===== src/rtl/vga_timing_gen_if.sv =====
// Renderer-facing and pin-facing signal bundle for vga_timing_gen.
// The timing generator owns the master side; renderer/connector logic uses the slave side.
interface vga_timing_gen_if;
    logic [2:0] red_in;
    logic [2:0] green_in;
    logic [1:0] blue_in;
    logic [9:0] hc;
    logic [9:0] vc;
    logic       pix_en;
    logic       active;
    logic       frame_tick;
    logic       hsync;
    logic       vsync;
    logic [2:0] red;
    logic [2:0] green;
    logic [1:0] blue;

    modport master (
        input  red_in, green_in, blue_in,
        output hc, vc, pix_en, active, frame_tick,
        output hsync, vsync, red, green, blue
    );

    modport slave (
        output red_in, green_in, blue_in,
        input  hc, vc, pix_en, active, frame_tick,
        input  hsync, vsync, red, green, blue
    );
endinterface


===== src/rtl/vga_timing_gen.sv =====
// 640x480@60 VGA timing: pixel divider, hc/vc counters, frame tick, registered sync/RGB pins.
// Define VGA_TEST_PATTERN_EN to replace renderer RGB with eight 80-px vertical colour bars.
module vga_timing_gen #(
    parameter int CLK_DIV = 4,
    parameter int HPIXELS = 800,
    parameter int VLINES  = 521,
    parameter int HPULSE  = 96,
    parameter int VPULSE  = 2,
    parameter int HBP     = 144,
    parameter int HFP     = 784,
    parameter int VBP     = 31,
    parameter int VFP     = 511
) (
    input  logic             clk,
    input  logic             rst,
    vga_timing_gen_if.master vga
);

    localparam int DIV_W = (CLK_DIV > 2) ? $clog2(CLK_DIV) : 1;

    localparam logic [DIV_W-1:0] DIV_LAST = DIV_W'(CLK_DIV - 1);
    localparam logic [9:0] H_LAST  = 10'(HPIXELS - 1);
    localparam logic [9:0] V_LAST  = 10'(VLINES - 1);
    localparam logic [9:0] H_PULSE = 10'(HPULSE);
    localparam logic [9:0] V_PULSE = 10'(VPULSE);
    localparam logic [9:0] H_BP    = 10'(HBP);
    localparam logic [9:0] H_FP    = 10'(HFP);
    localparam logic [9:0] V_BP    = 10'(VBP);
    localparam logic [9:0] V_FP    = 10'(VFP);

    logic [DIV_W-1:0] div;
    logic [9:0]       hc_q;
    logic [9:0]       vc_q;
    logic             pix_en_q;
    logic             tick_q;
    logic             hsync_q;
    logic             vsync_q;
    logic [2:0]       red_q;
    logic [2:0]       green_q;
    logic [1:0]       blue_q;
    logic             in_window;
    logic [2:0]       red_d;
    logic [2:0]       green_d;
    logic [1:0]       blue_d;

    assign in_window = (hc_q >= H_BP) && (hc_q < H_FP) &&
                       (vc_q >= V_BP) && (vc_q < V_FP);

`ifdef VGA_TEST_PATTERN_EN
    logic [9:0] x_off;
    logic [9:0] bar;

    assign x_off = hc_q - H_BP;
    assign bar   = x_off / 10'd80;

    always_comb begin
        // NOTE: every output gets a default first so no path leaves it unassigned (no latch).
        red_d   = '0;
        green_d = '0;
        blue_d  = '0;
        if (in_window) begin
            red_d   = {3{bar[2]}};
            green_d = {3{bar[1]}};
            blue_d  = {2{bar[0]}};
        end
    end
`else
    always_comb begin
        // NOTE: every output gets a default first so no path leaves it unassigned (no latch).
        red_d   = '0;
        green_d = '0;
        blue_d  = '0;
        if (in_window) begin
            red_d   = vga.red_in;
            green_d = vga.green_in;
            blue_d  = vga.blue_in;
        end
    end
`endif

    // pix_en rises the clk after div reaches its last value, so the first strobe
    // appears CLK_DIV clks after reset release.
    always_ff @(posedge clk or posedge rst) begin
        if (rst) begin
            // NOTE: sequential state uses non-blocking assignments so every flop samples pre-edge values.
            div      <= '0;
            pix_en_q <= 1'b0;
        end else begin
            pix_en_q <= (div == DIV_LAST);
            div      <= (div == DIV_LAST) ? '0 : div + 1'b1;
        end
    end

    always_ff @(posedge clk or posedge rst) begin
        if (rst) begin
            hc_q   <= '0;
            vc_q   <= '0;
            tick_q <= 1'b0;
        end else begin
            tick_q <= pix_en_q && (hc_q == H_LAST) && (vc_q == V_LAST);
            if (pix_en_q) begin
                if (hc_q == H_LAST) begin
                    hc_q <= '0;
                    vc_q <= (vc_q == V_LAST) ? '0 : vc_q + 10'd1;
                end else begin
                    hc_q <= hc_q + 10'd1;
                end
            end
        end
    end

    // Pin stage samples the current pixel, so sync and RGB both lag hc/vc by one pixel.
    always_ff @(posedge clk or posedge rst) begin
        if (rst) begin
            hsync_q <= 1'b1;
            vsync_q <= 1'b1;
            red_q   <= '0;
            green_q <= '0;
            blue_q  <= '0;
        end else if (pix_en_q) begin
            hsync_q <= !(hc_q < H_PULSE);
            vsync_q <= !(vc_q < V_PULSE);
            red_q   <= red_d;
            green_q <= green_d;
            blue_q  <= blue_d;
        end
    end

    assign vga.hc         = hc_q;
    assign vga.vc         = vc_q;
    assign vga.pix_en     = pix_en_q;
    assign vga.active     = in_window;
    assign vga.frame_tick = tick_q;
    assign vga.hsync      = hsync_q;
    assign vga.vsync      = vsync_q;
    assign vga.red        = red_q;
    assign vga.green      = green_q;
    assign vga.blue       = blue_q;

endmodule


===== src/flat_wrapper.sv =====
// flat-port wrapper written by rule: the top's interface ports become plain ports
module vga_timing_gen_flat 
#(
    parameter int CLK_DIV = 4,
    parameter int HPIXELS = 800,
    parameter int VLINES  = 521,
    parameter int HPULSE  = 96,
    parameter int VPULSE  = 2,
    parameter int HBP     = 144,
    parameter int HFP     = 784,
    parameter int VBP     = 31,
    parameter int VFP     = 511
)
  (clk, rst, vga_red_in, vga_green_in, vga_blue_in, vga_hc, vga_vc, vga_pix_en, vga_active, vga_frame_tick, vga_hsync, vga_vsync, vga_red, vga_green, vga_blue);
  vga_timing_gen_if vga_i ();
  input  logic clk;
  input  logic rst;
  input wire logic [$bits(vga_i.red_in)-1:0] vga_red_in;
  input wire logic [$bits(vga_i.green_in)-1:0] vga_green_in;
  input wire logic [$bits(vga_i.blue_in)-1:0] vga_blue_in;
  output wire logic [$bits(vga_i.hc)-1:0] vga_hc;
  output wire logic [$bits(vga_i.vc)-1:0] vga_vc;
  output wire logic [$bits(vga_i.pix_en)-1:0] vga_pix_en;
  output wire logic [$bits(vga_i.active)-1:0] vga_active;
  output wire logic [$bits(vga_i.frame_tick)-1:0] vga_frame_tick;
  output wire logic [$bits(vga_i.hsync)-1:0] vga_hsync;
  output wire logic [$bits(vga_i.vsync)-1:0] vga_vsync;
  output wire logic [$bits(vga_i.red)-1:0] vga_red;
  output wire logic [$bits(vga_i.green)-1:0] vga_green;
  output wire logic [$bits(vga_i.blue)-1:0] vga_blue;
  assign vga_i.red_in = vga_red_in;
  assign vga_i.green_in = vga_green_in;
  assign vga_i.blue_in = vga_blue_in;
  assign vga_hc = vga_i.hc;
  assign vga_vc = vga_i.vc;
  assign vga_pix_en = vga_i.pix_en;
  assign vga_active = vga_i.active;
  assign vga_frame_tick = vga_i.frame_tick;
  assign vga_hsync = vga_i.hsync;
  assign vga_vsync = vga_i.vsync;
  assign vga_red = vga_i.red;
  assign vga_green = vga_i.green;
  assign vga_blue = vga_i.blue;
  vga_timing_gen #(.CLK_DIV(CLK_DIV), .HPIXELS(HPIXELS), .VLINES(VLINES), .HPULSE(HPULSE), .VPULSE(VPULSE), .HBP(HBP), .HFP(HFP), .VBP(VBP), .VFP(VFP)) u_core (.clk(clk), .rst(rst), .vga(vga_i));
endmodule

===== config.mk =====
export PLATFORM = sky130hd
export DESIGN_NAME = vga_timing_gen_flat
export DESIGN_NICKNAME = d
export VERILOG_FILES = /design/src/rtl/vga_timing_gen_if.sv /design/src/rtl/vga_timing_gen.sv /design/src/flat_wrapper.sv
export SDC_FILE = /design/constraint.sdc
export NUM_CORES = 1
export LEC_CHECK = 0
export ABC_CLOCK_PERIOD_IN_PS = 4150
export BUFFER_PORTS_ARGS = -buffer_cell sky130_fd_sc_hd__buf_2
export CORE_UTILIZATION = 56
export CTS_BUF_LIST = sky130_fd_sc_hd__clkbuf_16
export DETAILED_ROUTE_END_ITERATION = 10
export PLACE_DENSITY = 0.9
export SLEW_MARGIN = 0
export SYNTH_ARGS = -nofsm -noshare
export SYNTH_HDL_FRONTEND = slang
export SYNTH_SLANG_ARGS = --single-unit

===== constraint.sdc =====
create_clock -name clk -period 4.15 [get_ports clk]
set_input_delay 0.415 -clock clk [delete_from_list [all_inputs] [get_ports clk]]
set_output_delay 0.415 -clock clk [all_outputs]
set_load 0.1 [all_outputs]

==> Word-level counts from Yosys, hierarchy flattened <==
Cells that the tools add are included.
{ "word_totals": {"regBits": 34, "wordCells": 36, "input_bits": 10, "output_inout_bits": 33} }
{ "op_classes": {"n_mux": 6, "addsub": 3, "magnitude_cmp": 6, "n_reduce_logical": 8, "eq_ne": 3} }
{ "ops": {"columns": ["cell", "count"], "rows": [
  ["$add A10 B1 Y10 const B", 2],
  ["$eq A10 B10 Y1 const B", 2],
  ["$mux W10", 2],
  ["$ge A10 B5 Y1 const B", 1],
  ["$ge A10 B8 Y1 const B", 1],
  ["$lt A10 B10 Y1 const B", 1],
  ["$lt A10 B2 Y1 const B", 1],
  ["$lt A10 B7 Y1 const B", 1],
  ["$lt A10 B9 Y1 const B", 1],
  ["$mux W3", 2],
  ["$logic_and A1 B1 Y1", 5],
  ["$mux W2", 2],
  ["$add A2 B1 Y2 const B", 1],
  ["$eq A2 B2 Y1 const B", 1],
  ["$logic_not A1 Y1", 2],
  ["$reduce_and A2 Y1", 1]
]} }

==> Logic depth before layout (Yosys ltp) <==
{ "depth": {"depth_word": 5, "mapped_depth": 7, "mapped_depth_nobuf": 6} }

==> Worst setup path before layout <==
OpenSTA, ideal clock, no wires.
{ "synth_timing": {"path_kind": "reg2out", "from": "reg u_core.hc_q[5] (netlist: u_core.vga.hc[5])", "to": "out vga_active", "path_stages_with_launch": 5, "t_arrival_ps": 2558, "n_path_buf": 1, "slack_ps": 1177, "required_ps": 3735, "path_cell_list": "dfrtp_1 -> buf_4 -> or4_1 -> a221o_1 -> a21oi_4"} }
{ "synth_via": {"elab_chain_cells": 4} }
{ "synth_lines": {"columns": ["item", "line_no", "text"], "rows": [
  ["from (decl)", "vga_timing_gen.sv:32", "logic [9:0] hc_q;"],
  ["from (signal assigned)", "vga_timing_gen.sv:106", "hc_q <= hc_q + 10'd1;"],
  ["$ge A10 B8 Y1 or $lt A10 B10 Y1 (tied branches)", "vga_timing_gen.sv:46", "assign in_window = (hc_q >= H_BP) && (hc_q < H_FP) &&"],
  ["$logic_and A1 B1 Y1 (*) (2 in series)", "vga_timing_gen.sv:46", null],
  ["$logic_and A1 B1 Y1 (*)", "vga_timing_gen.sv:47", "(vc_q >= V_BP) && (vc_q < V_FP);"],
  ["to (decl)", "flat_wrapper.sv:24", "output wire logic [$bits(vga_i.active)-1:0] vga_active;"]
]} }
Every way passes the cells marked *; elsewhere a longest branch is shown, timed or not.

==> Worst setup path after layout <==
{ "layout_timing": {"from": "reg u_core.hc_q[4] (netlist: u_core.vga.hc[4])", "to": "out vga_active"} }
Same word-level chain as after synthesis.

==> reports/summary.log <==
[clock_tree] PostCTS Resize Cnt 0
[cells_and_area] Post-layout nets 215
[timing] setup repair after global routing missed its margin false
[worst_hold_path] worst hold path class in -> async
[setup_path] critical path required time 3.73 ns
[clock_tree] clock tree from TritonCTS built
[routing] wire length per cell 15.44 microns
[grt] wire length of the first global-routing pass 6.092 mm
[synth] most frequently used cell type in the post-synthesis netlist dfrtp_1
[synth] Seq/Total Area, Yosys 51.55%
[cells_and_area] filler cell count in the final layout 193
[synth] warning count from the yosys run 0
[timing] minimum period implied by the final worst setup slack 2.889 ns
[routing] wirelength, routed 3.581 mm
[floorplanning] IO Count 43
[floorplanning] initial core utilization 59.51%
[timing] Max-slew headroom 66.55%
[routing] Detail Route Antenna Nets 0
[timing] Slew @ Worst Pin 0.4891 ns
[grt] maximum number of pins on one net before global-route repair 35
[routing] TritonRoute pass-1 iters 5
[cells_and_area] number of cells in the finished layout apart from fillers 232
[floorplanning] Core Region 2781 sq um
[clock_tree] number of buffers on the longest clock path 2
[floorplanning] area enclosed by the die boundary 3178 sq um
[timing] number of endpoints with negative hold slack in the final report 0
[synth] Post-synth EDFFs 0
[power_and_ir_drop] power per standard cell area 399.2 nW/um^2
[cells_and_area] Final Cell Area 2061 sq um
[synth] ranking of synthesized cells by area dfrtp_1, xnor2_1, a31o_1, ha_1, nand3_1
[synth] post-synthesis cell type with the largest combined area dfrtp_1
[setup_path] Critical Setup Path Class reg -> out
[setup_path] category of the worst setup path launch point flop
[flow_run] count of maximum capacitance violations 0
[placed_design] last weighted congestion value of the routability-driven placer 0.8728
[clock_tree] register clock-pin slew on the reported worst setup and hold paths 0.05 ns
[clock_tree] H-tree depth 2
[power_and_ir_drop] Peak supply drop 0.4209 mV
[synth] area share of the leading cell type in the synthesized netlist 48.37%
[routing] number of remaining DRC errors 0
[cells_and_area] P&R area growth vs syn 24.49%
[synth] Async SR Flop Fraction 100.0%
[placed_design] port buffer count 42
[setup_path] data arrival time of the critical path 2.47 ns
[clock_tree] CTS Hold Buffers Added 0
[placed_design] placed cell count 224
[timing] final worst slack 1.261 ns
[floorplanning] die extent in y 56.37 microns
[placed_design] placed wire-length estimate 2.414 mm
[clock_tree] Post-CTS Repair Setup Buffers 0
[setup_path] FF-to-FF setup slack 2.07 ns
[placed_design] post-place instance area 1867 sq um
[synth] Yosys reg bits 34
[placed_design] post-placement worst setup slack 1.565 ns
[floorplanning] row count 19
[timing] Achievable Freq 346.1 MHz
[timing] worst setup skew after layout 0.005785 ns
[cells_and_area] fraction of final layout cells sized beyond drive strength 1 28.36%
[clock_tree] TritonCTS Sinks 34
[synth] Mean Syn Cell Area 10.41 sq um
[timing] Max Slew Vio Count 0
[grt] total global routing track utilization 25.38%
[grt] vias in the first global route 1362
[timing] final cycle utilization of the critical path 69.62%
[routing] average vias per placed instance 5.858
[setup_path] biggest fanout along the worst timing path 11
[power_and_ir_drop] reported leakage power 1.042 nW
[setup_path] crit path capture type output pin
[synth] top_reg_cell synth dfrtp_1
[synth] Cells after Synth 159
[run_status] result of the run finished clean
[timing] total of endpoints with negative setup slack in the final report 0
[cells_and_area] number of diodes 0
[routing] initial detailed-routing violation count 41
[clock_tree] root buffer cell clkbuf_16
[synth] total nets after synthesis 174
[grt] antenna violations before repair 0
[timing] accumulated negative setup slack 0 ns
[routing] vias after detailed routing 1359
[synth] commonest cells in the synthesized netlist dfrtp_1, nor2_1, nand3_1
[synth] number of distinct library cells after synthesis 39
[grt] sum of overflow across all layers after global routing 0
[clock_tree] clock buffer count from CTS 5
[floorplanning] die outline width 56.37 microns
[clock_tree] clock latency of the later-clocked register in the worst-skew pair 0.28 ns
[synth] Netlist Area Pre-Place 1655 sq um
[power_and_ir_drop] Total Power 0.0008227 W
-- layout make-up --
cell class	instances	area, sq um	share of cell area [%]
flip-flops and latches	34	853.3	41.41
multi-input cells	107	719.4	34.91
repair buffers	44	225.2	10.93
clock buffers	5	125.1	6.072
clock inverters	3	68.82	3.339
well taps	31	38.79	1.882
inverters	8	30.03	1.457
-- stage by stage --
stage / utilization (%) / hold slack, ns
finish: 74.09 / 0.2184
global route: 74.09 / 0.2685
CTS: 74.09 / 0.2283
detailed placement: 67.12 / 0.4237
global placement: 67.12 / 0.4143
floorplan: - / 0.4031
-- final timing paths --
check	startpoint	end	cells past startpoint
max	u_core.vga.hc[4]$_DFFE_PP0P_	vga_active	4
min	rst	u_core.div[0]$_DFF_PP0_	3
max reg2reg	u_core.vga.hc[0]$_DFFE_PP0P_	u_core.vga.vc[9]$_DFFE_PP0P_	5
min reg2reg	u_core.div[0]$_DFF_PP0_	u_core.div[0]$_DFF_PP0_	1
max in group asynchronous	rst	u_core.vga.hsync$_DFFE_PP1P_	3
min in group clk	vga_red_in[0]	u_core.vga.red[0]$_DFFE_PP0P_	2
-- registers in the layout, summed over array words and instances, names as in the netlist --
register	cells
u_core.vga.green	3
u_core.vga.frame_tick	1
u_core.vga.vc	10
u_core.vga.red	3
u_core.vga.blue	2
u_core.vga.hsync	1
u_core.vga.hc	10
u_core.div	2
u_core.vga.pix_en	1
u_core.vga.vsync	1
-- cell families (layout without fill, tap and decap cells) --
family	after synthesis	count (layout)	share of synthesized area, %
simple gates	61	61	20.48
flops	34	34	51.55
compound gates	28	28	12.25
buf+inv	18	60	4.988
xor+xnor	12	12	6.350
fa+ha+maj	5	5	3.779
mux	1	1	0.6047
-- critical path: stages (launching register included) --
cell,delay [ns]
dfrtp_1,0.48
or4_1,0.57
a221o_1,0.40
a21oi_4,0.26
buf_2,0.48
-- routing by layer --
layer	vias up	GRT usage [%]	wire length [microns]
li1	641	-	-
met1	649	31.02	1493
met2	63	40.82	1817
met3	6	7.604	221
met4	0	12.89	49
met5	-	0	0
-- where the power goes --
group	internal, W	switching, W
Combinational	0.00000367	0.00000745
Clock	0.000345	0.000135
Sequential	0.000332	0
Total	0.000680	0.000143
-- cells in the final DEF (no fill, tap or decap), drive strengths merged --
| master | n |
|---|---|
| nand4 | 7 |
| ha | 5 |
| a31o | 8 |
| nand2 | 4 |
| nor2 | 13 |
| nor3 | 1 |
| a21oi | 6 |
| xor2 | 3 |
| o31ai | 1 |
| and4 | 2 |
| buf | 44 |
| nor4 | 2 |
| clkinv | 1 |
| xnor2 | 9 |
| or3 | 2 |
| o21a | 1 |
| and3 | 3 |
| nand3 | 12 |
| nor3b | 1 |
| nor2b | 8 |
| mux2i | 1 |
| clkbuf | 5 |
| a41o | 1 |
| nor4b | 1 |
| o21ai | 8 |
| or4 | 2 |
| and2 | 2 |
| a221o | 1 |
| or4b | 1 |
| a21o | 1 |
| dfstp | 2 |
| inv | 8 |
| bufinv | 2 |
| a2111oi | 1 |
| dfrtp | 32 |
(Power assumes the default switching activity.)
